==> src/rtl/counter_updown_mod.sv <==
// ---------------------------------------------------------------------------
// counter_updown_mod
//
// Modulo-MODULO up/down counter with synchronous clear and load, a registered
// wrap pulse, a registered out-of-range-load pulse and a saturating wrap
// event counter. Control priority on each rising edge: clr > load > en > hold.
//
// Parameters
//   WIDTH    count register width in bits
//   MODULO   count range 0..MODULO-1 (2 <= MODULO <= 2**WIDTH)
//   WRAP_W   width of the saturating wrap event counter
//
// Ports
//   clk       in   rising-edge clock
//   rst       in   asynchronous active-low reset
//   clr       in   synchronous clear of count, wrap, load_err and wrap_cnt
//   load      in   synchronous load of load_val
//   load_val  in   value to load (WIDTH bits)
//   en        in   count enable
//   up_dn     in   direction: 1 = up, 0 = down
//   count     out  current count, registered
//   tc        out  terminal count for the current direction, combinational
//   wrap      out  one-cycle pulse on the edge that registers a wrapped count
//   load_err  out  one-cycle pulse on a load with load_val >= MODULO
//   wrap_cnt  out  saturating number of wraps since reset or clr
// ---------------------------------------------------------------------------
module counter_updown_mod #(
    parameter int WIDTH  = 4,
    parameter int MODULO = 16,
    parameter int WRAP_W = 8
) (
    input  logic              clk,
    input  logic              rst,
    input  logic              clr,
    input  logic              load,
    input  logic [WIDTH-1:0]  load_val,
    input  logic              en,
    input  logic              up_dn,
    output logic [WIDTH-1:0]  count,
    output logic              tc,
    output logic              wrap,
    output logic              load_err,
    output logic [WRAP_W-1:0] wrap_cnt
);

    // Largest legal count; fits in WIDTH bits because MODULO <= 2**WIDTH.
    localparam logic [WIDTH-1:0] MAX_VAL = WIDTH'(MODULO - 1);
    // MODULO itself may equal 2**WIDTH, so it needs one extra bit.
    localparam logic [WIDTH:0]   MOD_EXT = (WIDTH + 1)'(MODULO);

    logic [WIDTH-1:0]  count_nxt;
    logic              wrap_nxt;
    logic              load_err_nxt;
    logic [WRAP_W-1:0] wrap_cnt_nxt;
    logic              load_oor;

    // Out-of-range load check done at WIDTH+1 bits so MODULO == 2**WIDTH
    // (where every load is legal) needs no special case.
    assign load_oor = ({1'b0, load_val} >= MOD_EXT);

    // Terminal count depends on the live direction, not a registered copy.
    assign tc = up_dn ? (count == MAX_VAL) : (count == '0);

    always_comb begin
        // NOTE: every output of this block is given a default first, so no
        // path leaves a signal unassigned and no latch is inferred.
        count_nxt    = count;
        wrap_nxt     = 1'b0;
        load_err_nxt = 1'b0;
        wrap_cnt_nxt = wrap_cnt;

        if (clr) begin
            count_nxt    = '0;
            wrap_cnt_nxt = '0;
        end else if (load) begin
            if (load_oor) begin
                count_nxt    = MAX_VAL;
                load_err_nxt = 1'b1;
            end else begin
                count_nxt = load_val;
            end
        end else if (en) begin
            if (up_dn) begin
                if (count == MAX_VAL) begin
                    count_nxt = '0;
                    wrap_nxt  = 1'b1;
                end else begin
                    count_nxt = count + 1'b1;
                end
            end else begin
                if (count == '0) begin
                    count_nxt = MAX_VAL;
                    wrap_nxt  = 1'b1;
                end else begin
                    count_nxt = count - 1'b1;
                end
            end
        end

        // Saturate rather than roll over once all ones is reached.
        if (wrap_nxt && (wrap_cnt != '1)) begin
            wrap_cnt_nxt = wrap_cnt + 1'b1;
        end
    end

    // NOTE: the reset branch is asynchronous so outputs clear the moment rst
    // falls, independent of clk.
    always_ff @(posedge clk or negedge rst) begin
        if (!rst) begin
            count    <= '0;
            wrap     <= 1'b0;
            load_err <= 1'b0;
            wrap_cnt <= '0;
        end else begin
            // NOTE: non-blocking assignments so every register samples the
            // pre-edge values computed above.
            count    <= count_nxt;
            wrap     <= wrap_nxt;
            load_err <= load_err_nxt;
            wrap_cnt <= wrap_cnt_nxt;
        end
    end

endmodule

==> config.mk <==
export PLATFORM = sky130hd
export DESIGN_NAME = counter_updown_mod
export DESIGN_NICKNAME = d
export VERILOG_FILES = /design/src/rtl/counter_updown_mod.sv
export SDC_FILE = /design/constraint.sdc
export NUM_CORES = 1
export LEC_CHECK = 0
export BUFFER_PORTS_ARGS = -buffer_cell sky130_fd_sc_hd__buf_4
export CAP_MARGIN = 0
export CORE_MARGIN = 2
export CORE_UTILIZATION = 50
export CTS_CLUSTER_SIZE = 20
export DETAILED_ROUTE_END_ITERATION = 8
export GPL_TIMING_DRIVEN = 0
export PLACE_DENSITY = 0.85
export SLEW_MARGIN = 20
export SYNTH_ARGS = -nofsm -noshare
export SYNTH_HDL_FRONTEND = slang
export SYNTH_SLANG_ARGS = --single-unit
==> constraint.sdc <==
create_clock -name clk -period 4.7 [get_ports clk]
set_input_delay 0.235 -clock clk [delete_from_list [all_inputs] [get_ports clk]]
set_output_delay 0.235 -clock clk [all_outputs]
set_load 0.02 [all_outputs]
* After elaboration in Yosys (flattened, before gate mapping)
Index checks and enable logic that the tools add are counted.
W data, S select, Z words.
** Storage, ports and cells
- Bits in registers :: 13
- Output and inout bits :: 15
** Operators by class
- Add/sub/neg operators :: 3
- Eq/ne operators :: 2
- Multiplexer cells :: 15
- Reductions and logical operators :: 4
** Operator list (number)
- $mux W4 :: 6
- $mux W8 :: 2
- $add A8 B1 Y8 const B :: 1
- $ne A8 B8 Y1 const B :: 1
- $mux W1 :: 7
- $add A4 B1 Y4 const B :: 1
- $eq A4 B4 Y1 const B :: 1
- $logic_not A4 Y1 :: 1
- $sub A4 B1 Y4 const B :: 1
- $reduce_bool A3 Y1 :: 1
- $reduce_bool A2 Y1 :: 1
- $logic_and A1 B1 Y1 :: 1

* Longest topological paths before layout
- Depth in word-level cells :: 8
- Gate-level depth with buffers :: 6

* Least setup slack after synthesis
Ideal clock, no wire load.
- Path type :: register -> register
- Start :: register count[0]
- End :: register wrap_cnt[4]
- Setup time :: 78 ps
- Arrival :: 2126 ps
- Setup slack :: 2497 ps
- Cell stages (with the launch flop) :: 7
- Path through :: dfrtp_1 inv_1 ha_1 or4b_4 a21o_1 or4_1 a21oi_1
** On the way
- Longest elaborated chain between the ends :: 8
- Elaborated cells between the ends (all ways) :: 11
- Classes of those cells :: eq/ne: 1; mux: 7; reduce/logical: 3
** Ends and longest elaborated chain
- start: declaration :: RTL line 39 : output logic [WIDTH-1:0] count,
- start signal: assignment :: RTL line 117 : count <= count_nxt;
- $eq A4 B4 Y1 / $logic_not A4 Y1 (equally long branches) :: RTL line 84, 91
- $mux W1, on equally long branches :: RTL line 84, 91
- $mux W1 * :: RTL line 83 : if (up_dn) begin
- $mux W1 * :: RTL line 82 : end else if (en) begin
- $mux W1 * :: RTL line 75 : end else if (load) begin
- $mux W1 * :: RTL line 72 : if (clr) begin
- $logic_and A1 B1 Y1 * :: RTL line 101 : if (wrap_nxt && (wrap_cnt != '1)) begin
- $mux W8 / $reduce_bool A2 Y1 (equally long branches)
- end signal: assignment :: RTL line 120 : wrap_cnt <= wrap_cnt_nxt;
- end: declaration :: RTL line 43 : output logic [WRAP_W-1:0] wrap_cnt
Mark *: on every way between the ends. The rest lies on a longest branch, timed or not.
A chain may end at the register's enable or synchronous reset.

* Worst setup path in the final report
Ends and elaborated chain as after synthesis.

==> metrics <==
Tcrit/Tclk final 0.4925; Period minus WS final approximately 2300 ps; Design Area, Final roughly 1100 um^2; DRC 0; Synth cell types 39; post-CTS setup buffers 0; Gate Count Post-Synth between 90 and 100; layout cells sized above 1 0.2661; post-synthesis sequential area ratio 0.3785; vias in the first global route 699; routed vias 818; grt met1 use 0.2748; GRT busiest layer met2; Congestion Overflow GR 0; Worst EP required between 4000 and 5000 ps; number of DRC markers in iteration 0 18; hold path endpoint wrap_cnt[5]; RSZ-0062 raised after global routing false; reg2reg path depth 6; ys async rst share 1.000; worst r2r dst wrap_cnt[4]; Syn-to-layout area delta 25.76%; Clock Sink Count 13; initial antenna violation count 0; Fill cells approximately 140; CTS buffer count 3; Area contributors post-synth dfrtp_1, a21oi_1, ha_1; IO Port Bufs 22; final core utilization 0.6934; Final Hold Violating Endpoints 0; clock skew 0.9803 ps; CORE AREA around 1600 um^2; Die X approximately 45 um; Setup TNS 0 ps; Hold Path Depth 2; mapped cell area between 800 and 900 um^2; Starting Density 0.5514; top cell type's share of synthesized area 0.3785; maximum buffer depth of the clock tree 2; routed len/inst 13.31 um; CTS tree built; crit path kind flop to flop; FF-to-FF setup slack ~2400 ps; Synth Register Bits 13; most instantiated cells after synthesis a21oi_1, dfrtp_1, inv_1; Post-synth EDFFs 0; MaxCap Viol Count 0; Crit. End Element flop; HP Start clr; Die H roughly 45 um; Worst R2R Start count[0]; Crit Path Max Fanout 9; die area 2067 um^2; met2 Track Usage GR 0.3521; Static Leak between 0.5 and 0.6 nW; pin count of the biggest net entering global routing 14; Pins Over Slew Limit 0; HP Class primary input to flop; Clock transition at path regs 80 ps; num rows 14; ANT cells 0; Setup Viol. Count Final 0; total number of H-tree levels 1; outcome finished clean; DP HPWL between 1 and 1.5 mm; drt pass-1 iters 4; clock root cell clkbuf_4; placed instance area about 1000 um^2; RePlAce Congestion about 0.86; dominant cell type by area after synthesis dfrtp_1; met3 usage 0.02381; VDD IR max roughly 0.14 mV; max frequency roughly 430 MHz; Yosys warning count 0; synthesized area per cell approximately 8.9 um^2; Post-synth top flop dfrtp_1; first-pass GRT wire length about 3.1 mm; post-synthesis net count 110; Post-Route WL 1.863 mm; CP arrival ~2500 ps; Vias/cell between 5 and 6; crit start category flop; GRT Util Overall 0.2108; nets between 100 and 150; Post-DRT Antenna Nets 0; power per standard cell area approximately 220 nW/um^2; clk_lat worst skew between 200 and 300 ps; num ports 25
==> routing by layer <==
layer  part of all wire  vias up
met4              0.017        0
met5                  0        -
li1                   -      407
met1               0.44      381
met3              0.047        5
met2               0.50       25
==> sequential cells by signal (all words and copies together), names as in the netlist <==
register	count
count	4
wrap	1
wrap_cnt	8
==> critical path, stage by stage, from the launching register on <==
cell     delay, ps
dfrtp_1        470
inv_1          110
ha_1           220
or4b_4         520
a21o_1         270
or4_1          510
a21oi_1        140
==> placed cells by master (no fill, tap or decap), drive strengths merged <==
cell type and instances:
a211oi 3, a21o 1, a21oi 13, a221oi 2, a311o 1, a311oi 1
and2 1, and3 1, and4 1, and4b 1, buf 25, clkbuf 4
conb 1, dfrtp 13, dlygate4sd1 1, dlygate4sd3 1, ha 3, inv 8
mux2i 2, nand2 5, nand3 4, nand3b 1, nand4 2, nor2 7
nor2b 2, nor3 2, o21ai 4, o21bai 1, o221ai 1, o31ai 2
or2b 1, or3 3, or3b 1, or4 2, or4b 1, xnor2 1
xor2 1
==> worst max-delay path by stage <==
stage             start           to  slack [ps]  cells after the start
6_report       count[0]  wrap_cnt[4]        2390                      6
5_1_grt        count[1]  wrap_cnt[4]        2270                      6
4_1_cts        count[0]  wrap_cnt[4]        2400                      6
3_5_place_dp   count[0]  wrap_cnt[4]        2400                      6
3_3_place_gp   count[0]  wrap_cnt[4]        2490                      6
2_1_floorplan  count[0]  wrap_cnt[4]        2500                      6
==> stage by stage <==
| step | setup WS, ps | hold WS [ps] | std cells | power, mW |
|---|---|---|---|---|
| finish | 2385 | 128.6 | 140 | 0.2408 |
| global route | 2275 | 138.3 | 140 | 0.2500 |
| CTS | 2398 | 124.6 | 140 | 0.2425 |
| detailed placement | 2403 | 88.82 | 135 | 0.1738 |
| global placement | 2489 | 87.91 | 135 | 0.1721 |
| floorplan | 2497 | -60.59 | 97 | 0.1534 |
==> final cells by class <==
cell class | count | area (um^2) | area share
plain buffers | 4 | 32.53 | 0.03009
inverters | 8 | 30.03 | 0.02778
clock buffers | 4 | 26.28 | 0.02431
repair buffers | 23 | 175.2 | 0.1620
multi-input cells | 72 | 471.7 | 0.4363
flip-flops and latches | 13 | 325.3 | 0.3009
well taps | 16 | 20.02 | 0.01852
==> power breakdown <==
group | internal (mW) | switching (mW) | total (mW) | leakage (nW)
combinational | 0.0251 | 0.0273 | 0.0524 | 0.321
clock | 0.0329 | 0.0358 | 0.0687 | 0.0150
sequential | 0.115 | 0.00488 | 0.120 | 0.177
total | 0.173 | 0.0680 | 0.241 | 0.514
==> cells by family after synthesis <==
kind of cell	count (synthesis)	synth area share
compound gates	29	0.2183
xor+xnor	2	0.02038
fa+ha+maj	3	0.04367
buf+inv	12	0.07278
flops	13	0.3785
mux	2	0.02329
other cells	1	0.004363
simple gates	35	0.2387
==> timing repair <==
action	in CTS	in global routing
gates resized for setup	0	0
hold endpoints to repair	13	0
hold buffers	1	0
(Power assumes the default switching activity.)
